--- config.mk ---
export PLATFORM = sky130hd
export DESIGN_NAME = alu_div_seq
export DESIGN_NICKNAME = d
export VERILOG_FILES = /design/src/rtl/alu_div_seq.sv
export SDC_FILE = /design/constraint.sdc
export NUM_CORES = 1
export LEC_CHECK = 0
export CAP_MARGIN = 20
export CORE_ASPECT_RATIO = 0.9
export CORE_UTILIZATION = 53
export DETAILED_ROUTE_END_ITERATION = 8
export GPL_ROUTABILITY_DRIVEN = 1
export PLACE_DENSITY = 0.82
export SETUP_SLACK_MARGIN = 0.02
export SKIP_LAST_GASP = 1
export SYNTH_ARGS = -nofsm -noshare
export SYNTH_HDL_FRONTEND = slang
export SYNTH_SLANG_ARGS = --single-unit
export TNS_END_PERCENT = 5
--- constraint.sdc ---
create_clock -name clk -period 2.65 [get_ports clk]
set_input_delay 0.265 -clock clk [delete_from_list [all_inputs] [get_ports clk]]
set_output_delay 0.265 -clock clk [all_outputs]
set_load 0.05 [all_outputs]
--- src/rtl/alu_div_seq.sv ---
// Sequential unsigned restoring divider: A / B -> Q, R, one quotient bit per clock, MSB first.
// Flags follow the ALU's result semantics so status display logic can be shared.
module alu_div_seq #(
    parameter int unsigned WA = 4,
    parameter int unsigned WB = 2
) (
    input  logic          clk,
    input  logic          rst_n,
    input  logic          start,
    input  logic [WA-1:0] A,
    input  logic [WB-1:0] B,
    output logic          busy,
    output logic          done,
    output logic [WA-1:0] Q,
    output logic [WB-1:0] R,
    output logic          Z,
    output logic          N,
    output logic          C,
    output logic          V
);

    localparam int unsigned CW = (WA > 1) ? $clog2(WA) : 1;

    typedef enum logic [1:0] {
        S_IDLE,
        S_RUN,
        S_DONE
    } state_t;

    state_t        state;
    logic [WA-1:0] dvd;
    logic [WB-1:0] div;
    logic [WB:0]   acc;
    logic [CW-1:0] cnt;

    logic [WB:0]   acc_sh;
    logic          ge;
    logic [WB:0]   acc_nx;
    logic [WA-1:0] q_nx;

    // One restoring step; dvd doubles as the quotient register as bits shift in.
    always_comb begin
        acc_sh = '0;
        ge     = 1'b0;
        acc_nx = '0;
        q_nx   = '0;
        acc_sh = (acc << 1) | (WB+1)'(dvd[WA-1]);
        ge     = (acc_sh >= {1'b0, div});
        acc_nx = ge ? (acc_sh - {1'b0, div}) : acc_sh;
        q_nx   = {dvd[WA-2:0], ge};
    end

    always_ff @(posedge clk) begin
        if (!rst_n) begin
            state <= S_IDLE;
            dvd   <= '0;
            div   <= '0;
            acc   <= '0;
            cnt   <= '0;
            busy  <= 1'b0;
            done  <= 1'b0;
            Q     <= '0;
            R     <= '0;
            Z     <= 1'b0;
            N     <= 1'b0;
            C     <= 1'b0;
            V     <= 1'b0;
        end else begin
            case (state)
                S_IDLE: begin
                    if (start) begin
                        dvd   <= A;
                        div   <= B;
                        acc   <= '0;
                        cnt   <= CW'(WA - 1);
                        busy  <= 1'b1;
                        state <= S_RUN;
                    end
                end
                S_RUN: begin
                    acc <= acc_nx;
                    dvd <= q_nx;
                    if (cnt == '0) begin
                        state <= S_DONE;
                        busy  <= 1'b0;
                        done  <= 1'b1;
                        // Divide-by-zero forces an all-ones quotient; flags follow the forced value.
                        if (div == '0) begin
                            Q <= '1;
                            R <= '0;
                            Z <= 1'b0;
                            N <= 1'b1;
                            C <= 1'b0;
                            V <= 1'b1;
                        end else begin
                            Q <= q_nx;
                            R <= acc_nx[WB-1:0];
                            Z <= (q_nx == '0);
                            N <= q_nx[WA-1];
                            C <= (acc_nx[WB-1:0] != '0);
                            V <= 1'b0;
                        end
                    end else begin
                        cnt <= cnt - CW'(1);
                    end
                end
                S_DONE: begin
                    done  <= 1'b0;
                    state <= S_IDLE;
                end
                default: begin
                    state <= S_IDLE;
                end
            endcase
        end
    end

endmodule

==> impl_results.md <==
* Clock skew at 0.00261 ns
* Initial antenna violation count at 0
* Post-DP Area at 1260 sq um
* Worst VDD drop at 0.498 mV
* Worst-path maximum fanout at 3
* Worst-margin pin slew at 0.502 ns
* Clock transition at the registers of the reported paths at 0.12 ns
* Mapped Cells at 124
* Most used DFF post-synth: dfxtp_1
* Final wirelength at 2240 um
* Post-Synth XOR/XNOR Area at 0%
* Post-synthesis sequential area ratio at 43.7%
* Cts repair resizes at 0
* Rel. slew slack at 66.3%
* Critical-path cell list: clkdlybuf4s50_1
* Main combinational cell family by area after synthesis: compound AO/OA/AOI/OAI gates
* Row cnt at 14
* RSZ-0062 raised after global routing: false
* Status: complete, no violations
* Routability Congestion at 0.844
* Final WS setup at 0.879 ns
* Compound-Gate Fraction of Synth Area at 25.0%
* Vias in the first global route at 886
* Final TNS setup at 0 ns
* Setup Buffers After CTS at 0
* Kind of end point of the critical path: output port
* Worst reg-to-reg setup slack at 1.02 ns
* Worst setup SP type: register
* Achievable Freq at 0.565 GHz
* H-tree lvl count at 1
* Clk Latency, worst-skew pair at 0.31 ns
* CTS Buffer Depth at 2
* Core area at 1770 sq um
* Count of different cell masters after synthesis at 34
* Top-Level Pins at 21
* Fraction of layout cells with a size suffix above 1 at 9.03%
* Largest net degree at the start of global routing at 19
* HPWL Detailed at 1670 um
* Static leakage at 0.486 nW
* Final setup viols at 0
* CP delay by family, top: buffers and inverters
* Sequential standard cell area at 460 sq um
* Final period utilization at 66.8%
* Final Hold Fails at 0
* First-pass GRT wire length at 3720 um
* Die width at 49.0 um
* Post-synth ARST share at 0%
* Slew Limit Fails at 0
* Simple-Gate Fraction of Synth Area at 20.9%
* CTS tree: built
* Nets at 157
* Largest stage delay, worst path at 0.82 ns
* Starting Density at 59.6%
* Min-delay src: C$_SDFFE_PN0P_
* Vias/cell at 5.77
* WP data arrival at 1.51 ns
* Vias after detailed routing at 970
* Post-DRT Antenna Nets at 0
* Antenna cell count at 0
* Area occupied by multi-input gates at 532 sq um
* Avg Cell Area, Syn at 8.51 sq um
* Worst r2r src: div[1]$_SDFFE_PN0P_
* # port buffers at 20
* P&R area growth vs syn at 22.4%
* Die area at 2170 sq um
* Req. time, crit path at 2.38 ns
* Total Routing Usage GR at 22.5%
* Mapped Nets at 136
* Synth warn at 0
* Die H at 44.3 um
* Residual DRC at 0
* Iter 0 DRT Violations at 22
* Cell Pwr Density at 620 nW/um^2
* Crit path from: done$_SDFFE_PN0P_
* Max-Cap Viols at 0
* Setup Crit Path Kind: reg -> out
* Number of flops mapped to enable cells by yosys at 0
* Mapped Area at 1050 sq um
* Clk sinks at 23
* Yosys reg bits at 23
* Setup WS pre-CTS at 0.891 ns
* DR WL/cell at 13.3 um
* Minimum clock period at 1.77 ns
* Adder-Cell Fraction of Synth Area at 3.56%
* Total Power at 0.800 mW
* CTS Buf Count at 3
* Drt first pass iters at 4
* Hold-fix buffers, CTS at 0
* Final Cell Area at 1290 sq um
* Crit path buffers/inverters at 1
* Crit path max-delay cell type: clkdlybuf4s50_1
* Gr ovfl total at 0
* CTS root buffer: clkbuf_4
* # fillers at 152
* Mux cell area share after synthesis at 0.949%
* Worst min path class: reg -> reg
## final cells by class
| type | count | share of cell area (%) |
|---|---|---|
| sequential | 23 | 35.7 |
| timing repair buffer | 20 | 15.5 |
| clock inverter | 1 | 0.388 |
| inverter | 11 | 3.20 |
| clock buffer | 3 | 1.74 |
| tap | 24 | 2.33 |
| multi-input combinational | 86 | 41.2 |
## flip-flops by register name (all words and copies together) (netlist names), 2 cells and up
signal and cells:
Q 4, R 2, acc 2, cnt 2, div 2, dvd 4, state 2
## power breakdown
part           total [mW]  switching [mW]  internal, mW
Clock               0.157           0.100        0.0564
Sequential          0.405          0.0292         0.376
Combinational       0.239           0.144        0.0945
Total               0.800           0.274         0.526
## kinds of logic (layout without fill, tap and decap cells)
family / count (synthesis) / count (layout)
muxes: 1 / 1
adders and majority gates: 3 / 3
buffers and inverters: 15 / 35
AOI/OAI and AO/OA: 40 / 40
and+or+nand+nor: 42 / 42
DFF: 23 / 23
## cells in the mapped netlist (2+ instances only)
master | n | area (sq um)
o21ai_1 | 4 | 20.0
nor3_1 | 5 | 25.0
inv_2 | 2 | 7.51
a221oi_1 | 2 | 17.5
inv_1 | 8 | 30.0
buf_2 | 2 | 10.0
o221ai_1 | 2 | 17.5
o21ai_0 | 6 | 30.0
a21oi_1 | 13 | 65.1
dfxtp_1 | 23 | 460
ha_1 | 3 | 37.5
a22oi_1 | 4 | 30.0
nand2_1 | 8 | 30.0
nand2b_1 | 4 | 25.0
nor2b_1 | 3 | 18.8
o22ai_1 | 2 | 12.5
nor2_1 | 16 | 60.1
## cell usage in the layout (no fill, tap or decap), types with 2 or more instances in the layout
cell             count
ha_1                 3
nand2b_1             4
nand2_1              8
nor3_1               5
nor2_1              16
dfxtp_1             23
o21ai_1              4
a221oi_1             2
o21ai_0              6
inv_2                2
clkbuf_4             3
clkdlybuf4s50_1     20
o22ai_1              2
nor2b_1              3
a22oi_1              4
o221ai_1             2
inv_1                8
a21oi_1             13
## final timing paths
check / end / depth (start not counted)
worst min-delay path: C$_SDFFE_PN0P_ / 2
worst max register to register: acc[1]$_SDFFE_PN0P_ / 6
worst min register to register: C$_SDFFE_PN0P_ / 2
worst max-delay path: done / 1
## through the flow
stage	hold WS, ns	cells	util (%)
after global placement	0.447	164	71.4
after detailed placement	0.453	164	71.4
final	0.467	168	73.0
after floorplan	0.396	124	-
after global routing	0.491	168	73.0
after CTS	0.470	168	73.0
## routing by layer
layer,vias up,track usage (%),wire length (um)
li1,481,-,-
met5,-,0,0
met4,0,4.71,0
met3,0,6.19,152
met2,32,39.4,1090
met1,457,28.2,995
Note: power is estimated with default switching activity, not from simulation.
